`src/rtl/multicycle_controller_pkg.sv`:
```
// Shared types and constants for the multicycle RISC-V controller.
// RV_JAL_EN adds the JAL state to the state enum.
package multicycle_controller_pkg;

    typedef enum logic [3:0] {
        S_FETCH    = 4'd0,
        S_DECODE   = 4'd1,
        S_MEMADR   = 4'd2,
        S_MEMREAD  = 4'd3,
        S_MEMWB    = 4'd4,
        S_MEMWRITE = 4'd5,
        S_EXEC_R   = 4'd6,
        S_EXEC_I   = 4'd7,
        S_ALUWB    = 4'd8,
        S_BEQ      = 4'd9,
        S_TRAP     = 4'd10
`ifdef RV_JAL_EN
        , S_JAL    = 4'd11
`endif
    } state_e;

    localparam logic [6:0] OP_LOAD   = 7'b0000011;
    localparam logic [6:0] OP_STORE  = 7'b0100011;
    localparam logic [6:0] OP_RTYPE  = 7'b0110011;
    localparam logic [6:0] OP_ITYPE  = 7'b0010011;
    localparam logic [6:0] OP_BRANCH = 7'b1100011;
    localparam logic [6:0] OP_JAL    = 7'b1101111;

    localparam logic [2:0] ALU_ADD = 3'b000;
    localparam logic [2:0] ALU_SUB = 3'b001;
    localparam logic [2:0] ALU_AND = 3'b010;
    localparam logic [2:0] ALU_OR  = 3'b011;
    localparam logic [2:0] ALU_SLT = 3'b101;

    localparam logic [1:0] ALUOP_ADD   = 2'b00;
    localparam logic [1:0] ALUOP_SUB   = 2'b01;
    localparam logic [1:0] ALUOP_FUNCT = 2'b10;

    localparam logic [1:0] SRCA_PC    = 2'b00;
    localparam logic [1:0] SRCA_OLDPC = 2'b01;
    localparam logic [1:0] SRCA_REG   = 2'b10;
    localparam logic [1:0] SRCB_REG   = 2'b00;
    localparam logic [1:0] SRCB_IMM   = 2'b01;
    localparam logic [1:0] SRCB_FOUR  = 2'b10;
    localparam logic [1:0] RES_ALUOUT = 2'b00;
    localparam logic [1:0] RES_DATA   = 2'b01;
    localparam logic [1:0] RES_ALU    = 2'b10;

    localparam logic [1:0] IMM_I = 2'b00;
    localparam logic [1:0] IMM_S = 2'b01;
    localparam logic [1:0] IMM_B = 2'b10;
    localparam logic [1:0] IMM_J = 2'b11;

    function automatic logic [1:0] imm_sel(input logic [6:0] op);
        case (op)
            OP_STORE:  imm_sel = IMM_S;
            OP_BRANCH: imm_sel = IMM_B;
            OP_JAL:    imm_sel = IMM_J;
            default:   imm_sel = IMM_I;
        endcase
    endfunction

endpackage

```
`src/rtl/multicycle_controller_alu_decoder.sv`:
```
// Combinational ALU operation decoder: maps the FSM's ALU-op class plus
// funct3/funct7b5 onto the 3-bit ALU code.
module alu_decoder
    import multicycle_controller_pkg::*;
(
    input  logic [1:0] alu_op_i,
    input  logic [2:0] funct3_i,
    input  logic       funct7b5_i,
    input  logic       is_rtype_i,
    output logic [2:0] alu_code_o
);

    // Subtract only for R-type funct3=000 with bit 30 set; addi never subtracts
    always_comb begin
        alu_code_o = ALU_ADD;
        case (alu_op_i)
            ALUOP_ADD: alu_code_o = ALU_ADD;
            ALUOP_SUB: alu_code_o = ALU_SUB;
            ALUOP_FUNCT: begin
                case (funct3_i)
                    3'b000:  alu_code_o = (funct7b5_i && is_rtype_i) ? ALU_SUB : ALU_ADD;
                    3'b010:  alu_code_o = ALU_SLT;
                    3'b110:  alu_code_o = ALU_OR;
                    3'b111:  alu_code_o = ALU_AND;
                    default: alu_code_o = ALU_ADD;
                endcase
            end
            default: alu_code_o = ALU_ADD;
        endcase
    end

endmodule

```
`src/rtl/multicycle_controller.sv`:
```
// Moore-style multicycle RISC-V control FSM with memory wait timeout and
// sticky trap flags. Define RV_JAL_EN to support JAL; otherwise it traps.
module multicycle_controller
    import multicycle_controller_pkg::*;
#(
    parameter int ALU_CTRL_W  = 3,
    parameter int MEM_TIMEOUT = 15
) (
    input  logic                  clk,
    input  logic                  rst_n,
    input  logic [6:0]            op,
    input  logic [2:0]            funct3,
    input  logic                  funct7b5,
    input  logic                  zero,
    input  logic                  mem_ready,
    output logic                  mem_req,
    output logic                  mem_write,
    output logic                  ir_write,
    output logic                  pc_write,
    output logic                  reg_write,
    output logic                  adr_src,
    output logic [1:0]            alu_src_a,
    output logic [1:0]            alu_src_b,
    output logic [1:0]            result_src,
    output logic [1:0]            imm_src,
    output logic [ALU_CTRL_W-1:0] alu_control,
    output logic                  illegal,
    output logic                  bus_err
);

    localparam logic [7:0] TIMEOUT_C = 8'(MEM_TIMEOUT);

    state_e     state_q, state_d;
    logic [7:0] cnt_q, cnt_d;
    logic       ill_q, ill_d;
    logic       be_q, be_d;
    logic       is_req_s, timeout_s, en_s;
    logic [1:0] alu_op_s;
    logic [2:0] alu_code_s;

    assign is_req_s  = (state_q == S_FETCH) || (state_q == S_MEMREAD) || (state_q == S_MEMWRITE);
    assign timeout_s = ((cnt_q + 8'd1) == TIMEOUT_C);
    assign en_s      = rst_n;

    // State, wait counter and sticky flag registers
    always_ff @(posedge clk or negedge rst_n) begin
        if (!rst_n) begin
            state_q <= S_FETCH;
            cnt_q   <= 8'd0;
            ill_q   <= 1'b0;
            be_q    <= 1'b0;
        end else begin
            state_q <= state_d;
            cnt_q   <= cnt_d;
            ill_q   <= ill_d;
            be_q    <= be_d;
        end
    end

    // Next-state, wait counter and trap flag logic
    always_comb begin
        state_d = state_q;
        case (state_q)
            S_FETCH:    state_d = mem_ready ? S_DECODE : (timeout_s ? S_TRAP : S_FETCH);
            S_DECODE: begin
                case (op)
                    OP_LOAD, OP_STORE: state_d = S_MEMADR;
                    OP_RTYPE:          state_d = S_EXEC_R;
                    OP_ITYPE:          state_d = S_EXEC_I;
                    OP_BRANCH:         state_d = S_BEQ;
`ifdef RV_JAL_EN
                    OP_JAL:            state_d = S_JAL;
`endif
                    default:           state_d = S_TRAP;
                endcase
            end
            S_MEMADR:   state_d = (op == OP_STORE) ? S_MEMWRITE : S_MEMREAD;
            S_MEMREAD:  state_d = mem_ready ? S_MEMWB : (timeout_s ? S_TRAP : S_MEMREAD);
            S_MEMWB:    state_d = S_FETCH;
            S_MEMWRITE: state_d = mem_ready ? S_FETCH : (timeout_s ? S_TRAP : S_MEMWRITE);
            S_EXEC_R:   state_d = S_ALUWB;
            S_EXEC_I:   state_d = S_ALUWB;
            S_ALUWB:    state_d = S_FETCH;
            S_BEQ:      state_d = S_FETCH;
`ifdef RV_JAL_EN
            S_JAL:      state_d = S_ALUWB;
`endif
            S_TRAP:     state_d = S_TRAP;
            default:    state_d = S_TRAP;
        endcase

        if (state_d != state_q) begin
            cnt_d = 8'd0;
        end else if (is_req_s && !mem_ready) begin
            cnt_d = cnt_q + 8'd1;
        end else begin
            cnt_d = cnt_q;
        end

        ill_d = ill_q | ((state_q == S_DECODE) && (state_d == S_TRAP));
        be_d  = be_q | (is_req_s && !mem_ready && timeout_s);
    end

    // Output decode; strobes are forced low while reset is asserted
    always_comb begin
        mem_req    = 1'b0;
        mem_write  = 1'b0;
        ir_write   = 1'b0;
        pc_write   = 1'b0;
        reg_write  = 1'b0;
        adr_src    = 1'b0;
        alu_src_a  = SRCA_PC;
        alu_src_b  = SRCB_REG;
        result_src = RES_ALUOUT;
        alu_op_s   = ALUOP_ADD;
        imm_src    = imm_sel(op);
        case (state_q)
            S_FETCH: begin
                mem_req    = en_s;
                alu_src_b  = SRCB_FOUR;
                result_src = RES_ALU;
                ir_write   = mem_ready & en_s;
                pc_write   = mem_ready & en_s;
            end
            S_DECODE: begin
                alu_src_a = SRCA_OLDPC;
                alu_src_b = SRCB_IMM;
            end
            S_MEMADR: begin
                alu_src_a = SRCA_REG;
                alu_src_b = SRCB_IMM;
            end
            S_MEMREAD: begin
                mem_req = en_s;
                adr_src = 1'b1;
            end
            S_MEMWB: begin
                result_src = RES_DATA;
                reg_write  = en_s;
            end
            S_MEMWRITE: begin
                mem_req   = en_s;
                adr_src   = 1'b1;
                mem_write = en_s;
            end
            S_EXEC_R: begin
                alu_src_a = SRCA_REG;
                alu_op_s  = ALUOP_FUNCT;
            end
            S_EXEC_I: begin
                alu_src_a = SRCA_REG;
                alu_src_b = SRCB_IMM;
                alu_op_s  = ALUOP_FUNCT;
            end
            S_ALUWB:    reg_write = en_s;
            S_BEQ: begin
                alu_src_a = SRCA_REG;
                alu_op_s  = ALUOP_SUB;
                pc_write  = zero & en_s;
            end
`ifdef RV_JAL_EN
            S_JAL: begin
                alu_src_a = SRCA_OLDPC;
                alu_src_b = SRCB_FOUR;
                pc_write  = en_s;
            end
`endif
            S_TRAP:     mem_req = 1'b0;
            default:    mem_req = 1'b0;
        endcase
    end

    alu_decoder u_alu_decoder (
        .alu_op_i   (alu_op_s),
        .funct3_i   (funct3),
        .funct7b5_i (funct7b5),
        .is_rtype_i (op == OP_RTYPE),
        .alu_code_o (alu_code_s)
    );

    assign alu_control = ALU_CTRL_W'(alu_code_s);
    assign illegal     = ill_q;
    assign bus_err     = be_q;

endmodule

```
`config.mk`:
```
export PLATFORM = sky130hd
export DESIGN_NAME = multicycle_controller
export DESIGN_NICKNAME = d
export VERILOG_FILES = /design/src/rtl/multicycle_controller_pkg.sv /design/src/rtl/multicycle_controller_alu_decoder.sv /design/src/rtl/multicycle_controller.sv
export SDC_FILE = /design/constraint.sdc
export NUM_CORES = 1
export LEC_CHECK = 0
export BUFFER_PORTS_ARGS = -buffer_cell sky130_fd_sc_hd__buf_2
export CORE_MARGIN = 2
export CORE_UTILIZATION = 45
export DETAILED_ROUTE_END_ITERATION = 6
export PLACE_DENSITY = 0.72
export SLEW_MARGIN = 30
export SYNTH_ARGS = -nofsm -noshare
export SYNTH_HDL_FRONTEND = slang
export SYNTH_HIERARCHICAL = 1
export SYNTH_SLANG_ARGS = --single-unit
```
`constraint.sdc`:
```
create_clock -name clk -period 4 [get_ports clk]
set_clock_uncertainty 0.2 [all_clocks]
set_input_delay 0.4 -clock clk [delete_from_list [all_inputs] [get_ports clk]]
set_output_delay 0.4 -clock clk [all_outputs]
set_load 0.1 [all_outputs]
```
==> impl_metrics.yaml, run 1 <==
clocking:
  holdBufCountCts: 1
  cts_buffers: 3
  clockBufferDepth: 2
  cts.sinks: 14
  clk_pin_slew_ns: 0.08
  htree_levels: 1
  clock_latency_ns: 0.28
  cts_setup_buffers: 0
  cts.root.buffer_cell: "clkbuf_4"
  cts_resized: 0
  cts_tree: "done"
floorplan:
  die_w_um: 59.9
  pin_count: 34
  start_util_pct: 46.7
  die_area_um2: 3580
  rows: 20
  die_h_um: 59.9
  core-area_um2: 3000
global_routing:
  grt_util_met1_pct: 24.4
  busiest_layer: "met2"
  grt_antenna_before_repair: 0
  track_usage_pct: 19.2
  use_met2_pct: 32.3
  use_met3_pct: 3.46
  overflow: 0
  grt_start_max_net_pins: 22
  grt_first_pass_wirelength_mm: 5.33
  grt_pass1_vias: 1227
worst_setup_path:
  worstPathRequired_ns: 3.40
  crit_fanout: 21
  r2r-end: "cnt_q[1]"
  crit_path_start_kind: "register"
  reg2reg_slack_ns: 1.40
  critPathArrivalTime_ns: 2.84
  cp-end-kind: "primary output"
  rr_startpoint: "state_q[1]"
  slowest_stage: "dfrtp_1"
  r2r_cells: 5
  crit_chain: "nand2b_1 > nor3_1 > inv_1 > ha_1 > nor4b_2 > buf_2"
  criticalPathCategory: "register to primary output"
  slowest_delay_ns: 0.78
synth:
  ys_top_cells_by_area: "dfrtp_1, xor2_1, nor2_1"
  syn_area_um2: 1400
  syn_inst: 165
  syn_area_per_cell_um2: 8.51
  async_flop_share_pct: 100
  synth_enable_flop_cells: 0
  yosysUniqueCellTypes: 56
  synth_ff_type: "dfrtp_1"
  yosys_warnings: 6
  syn-num-nets: 184
  synthTopCellsByCount: "nor2_1, dfrtp_1, nor3_1, nand3_1, xor2_1"
  synth.top_cell.area_share_pct: 25.0
  synth_seq_cells: 14
  yosysMostFrequentCell: "nor2_1"
  synth_seq_area_share_pct: 25.0
  yosysTopAreaCell: "dfrtp_1"
detailed_routing:
  vias: 1364
  routedWlPerCell_um: 14.4
  postRouteWirelength_mm: 3.25
  drc_errors: 0
  first_iter_violations: 97
  dr.pass1.iters: 4
  antenna_left: 0
  vias_per_cell: 6.06
timing:
  rsz0062_at_grt: "false"
  min_period_ns: 3.44
  finalHoldViolCount: 0
  fmax_ghz: 0.291
  setup_viol: 0
  tightestPinTransition_ns: 0.718
  post-route-period-util_pct: 85.9
  final.setup.tns_ns: 0
  slew_viol_final: 0
  slew_headroom_pct: 52.1
power_and_ir_drop:
  p_total_uw: 1210
  internal_power_uw: 425
  p_per_area_nw_per_um2: 755
  clockPowerShare_pct: 6.6
  p_comb_share_pct: 70.6
  seqPwrFrac_pct: 22.8
  switching_share_pct: 65.0
  p_leak_uw: 0.000662
  switchingPower_uw: 790
  ir_drop_v: 0.000938
worst_hold_path:
  hold_path_end: "bus_err"
  hp-start: "bus_err"
  hold_path_class: "register to register"
  min_path_cells: 1
placement:
  dp_hpwl_mm: 2.47
  placed_cell_area_um2: 1580
  portBuffers: 33
  dp.cells: 221
  gp_congestion: 0.848
finish:
  fin_cells: 225
  num-fill-cells: 298
  drive_above_1_share_pct: 27.6
  area_delta_synth_final_pct: 14.5
  fin_nets: 213
  antennaDiodeCount: 0
  final_area_um2: 1610
run:
  maxCapViolCount: 0
outcome:
  outcome: "completed"
-- kinds of logic (layout without fill, tap and decap cells) --
group                      count (synthesis)  after routing  share of synthesized area [%]
AOI/OAI and AO/OA                         37             37                           22.9
xor gates and xnor gates                  12             12                           8.02
adders and majority gates                  4              4                           3.57
buffers and inverters                     19             46                           6.68
DFF                                       14             14                           25.0
and+or+nand+nor                           79             79                           33.9
-- metal layers --
metal / up-vias / part of all wire [%]
met1: 639 / 43
met5: - / 0
li1: 671 / -
met3: 10 / 5.0
met2: 44 / 49
met4: 0 / 2.7
-- layout by cell type (no fill, tap or decap), types with 4 or more instances in the layout --
cell      Yosys  layout
dfrtp_1      14      14
nand3_1       9       9
a21oi_1       8       8
o21bai_1      5       5
xor2_1        9       9
nor3b_1       4       4
nor3_1       12      12
nor2_1       18      18
inv_1         6       6
ha_1          4       4
nand2_1       6       6
buf_2         1      33
-- area by class of cell --
type / count / area (µm²) / share of cell area [%]
Sequential cell: 14 / 350 / 21.8
Timing Repair Buffer: 35 / 183 / 11.4
Inverter: 8 / 32.5 / 2.02
Multi-Input combinational cell: 132 / 978 / 60.9
Clock buffer: 3 / 22.5 / 1.40
Tap cell: 33 / 41.3 / 2.57
-- worst max-delay path: cells and delay by family, from the launching register on --
kind                     cells  cell delay (ns)
buffers and inverters        2             0.58
AND/OR/NAND/NOR              3             0.81
flip-flops                   1             0.78
adder cells (fa/ha/maj)      1             0.37
-- per-stage QoR --
step                utilization [%]  setup slack (ns)  hold slack [ns]
floorplan                         -            0.0864          -0.0956
global placement               52.5              1.05            0.142
detailed placement             52.5             0.893            0.143
CTS                            53.5             0.584            0.287
global route                   53.5             0.364            0.306
finish                         53.5             0.565            0.283
-- sequential cells by signal, indices dropped and copies added, names as in the netlist --
name / count
cnt_q: 8
state_q: 4
bus_err: 1
illegal: 1
-- how the worst max path moves through the flow --
stage                           to  slack [ns]  cells past startpoint  startpoint
floorplan                  mem_req        0.09                      5  state_q[2]
global placement    alu_control[1]        1.05                      6  state_q[3]
detailed placement  alu_control[2]        0.89                      6  state_q[3]
CTS                 alu_control[2]        0.58                      6  state_q[3]
global route        alu_control[2]        0.36                      6  state_q[3]
finish              alu_control[2]        0.56                      6  state_q[3]
-- power groups by stage --
stage,clock [µW],sequential [µW],combinational [µW]
floorplan,0,231,798
global placement,0,272,846
detailed placement,0,279,856
CTS,83.2,275,859
global route,91.8,289,905
finish,80.0,277,857
(Power assumes the default switching activity.)
==> run 2, diff against run 1 <==
Settings changed: CORE_MARGIN 2 to 10.
Clock period 4 ns to 3.3 ns, I/O delays scaled along.
==> run 2 against run 1 <==
- utilization is 1.4 points higher
- die area up 61%
- flip-flop and latch count did not move
- setup slack got worse by 0.23 ns
- critical path depth down 1
- global-route usage down 5.5 points
- non-clock buffer count increased by 3
- highest routed layer unchanged
- routed wire length grew 17%
==> impl_metrics.yaml, run 2 (same netlist as run 1, synthesis figures left out) <==
clocking:
  cts_buffers: 3
  clockBufferDepth: 2
  cts_resized: 0
  htree_levels: 1
  cts.root.buffer_cell: "clkbuf_4"
  cts.sinks: 14
  clock_latency_ns: 0.29
  cts_tree: "done"
  clk_pin_slew_ns: 0.09
detailed_routing:
  vias: 1404
  first_iter_violations: 76
  vias_per_cell: 5.85
  routedWlPerCell_um: 15.8
  postRouteWirelength_mm: 3.80
  antenna_left: 0
  dr.pass1.iters: 4
  drc_errors: 0
placement:
  gp_congestion: 0.839
  dp_hpwl_mm: 3.02
  portBuffers: 33
  pre_cts_ws_ns: 0.676
worst_setup_path:
  r2r-end: "cnt_q[1]"
  r2r_cells: 6
  rr_startpoint: "state_q[1]"
  criticalPathCategory: "register to primary output"
  reg2reg_slack_ns: 0.88
  crit_path_start_kind: "register"
  cp-end-kind: "primary output"
  startpoint: "state_q[1]"
  crit_end: "alu_control[2]"
  critPathArrivalTime_ns: 2.44
  worstPathRequired_ns: 2.77
  crit_fanout: 11
global_routing:
  grt_antenna_before_repair: 0
  grt_first_pass_wirelength_mm: 6.33
  grt_start_max_net_pins: 22
  grt_pass1_vias: 1455
  overflow: 0
  track_usage_pct: 13.7
floorplan:
  die_h_um: 75.9
  start_util_pct: 46.4
  die_area_um2: 5750
  die_w_um: 75.9
  core-area_um2: 3030
  pin_count: 34
  rows: 20
timing:
  slew_viol_final: 0
  rsz0062_at_grt: "false"
  finalWorstSetupSlack_ns: 0.333
  fmax_ghz: 0.337
  finalHoldViolCount: 0
  final.setup.tns_ns: 0
  post-route-period-util_pct: 89.9
  min_period_ns: 2.97
  slew_headroom_pct: 60.6
  setup_viol: 0
  tightestPinTransition_ns: 0.583
finish:
  drive_above_1_share_pct: 29.6
  largest_reg_flops: 8
  top_regs: "cnt_q x8, state_q x4"
  final_common_cell: "buf_2"
  antennaDiodeCount: 0
  area_delta_synth_final_pct: 18.4
  fin_nets: 216
  layout_common_cells: "buf_2, nor2_1, dfrtp_1, nor3_1"
  top_register: "cnt_q"
worst_hold_path:
  hp-start: "op[3]"
  hold_path_class: "input pin to register"
power_and_ir_drop:
  p_per_area_nw_per_um2: 928
  p_leak_uw: 0.000686
  ir_drop_v: 0.00140
run:
  maxCapViolCount: 0
outcome:
  outcome: "completed"
run 2: changes by cell type in the layout (fill, tap and decap cells not counted), sizes merged:
cell	change
buf	+3
clkbuf	+1
run 2: through the flow:
| step | utilization [%] | area [µm²] | cells | power (µW) | hold WS [ns] |
|---|---|---|---|---|---|
| finish | 54.9 | 1660 | 240 | 1540 | 0.270 |
| global route | 54.9 | 1660 | 240 | 1630 | 0.290 |
| CTS | 54.9 | 1660 | 240 | 1550 | 0.269 |
| detailed placement | 53.4 | 1620 | 235 | 1420 | 0.0856 |
| global placement | 53.4 | 1620 | 235 | 1400 | 0.0726 |
| floorplan | - | 1430 | 165 | 1250 | -0.166 |
run 2: worst max-delay path, stage by stage (launching register included):
cell and delay, ns:
dfrtp_1 0.53, nor3_1 0.46, inv_1 0.09, ha_1 0.36, nor4b_2 0.25, buf_2 0.46
run 2: area by class of cell:
class / instances / area [µm²]
Clock buffer: 4 / 36.3
Fill cell: 286 / 1370
Inverter: 8 / 32.5
Multi-Input combinational cell: 132 / 983
Sequential cell: 14 / 350
Tap cell: 44 / 55.1
Timing Repair Buffer: 38 / 205
run 2: metal layers:
metal  routed length, µm  vias up  global-route usage, %  part of all wire (%)
met3                 175       10                   2.60                   4.6
li1                    -      671                      -                     -
met4                  96        0                   5.15                   2.5
met2                2010       40                   25.1                    53
met1                1510      683                   15.3                    40
met5                   0        -                      0                     0
run 2: what timing repair did:
action,in CTS,in global routing
hold buffers,1,0
endpoints found under the setup margin,0,0
endpoints found under the hold margin,14,0
buffers inserted,0,0
run 2: power by group:
| part | internal [µW] | switching (µW) |
|---|---|---|
| Clock | 67.2 | 58.9 |
| Sequential | 209 | 48.3 |
| Combinational | 286 | 874 |
| Total | 562 | 981 |
run 2: worst min-delay path by stage:
stage | endpoint | cells after the start
final | state_q[1] | 4
after global routing | state_q[1] | 4
after CTS | state_q[1] | 4
after detailed placement | cnt_q[5] | 1
after global placement | cnt_q[4] | 1
after floorplan | bus_err | 0
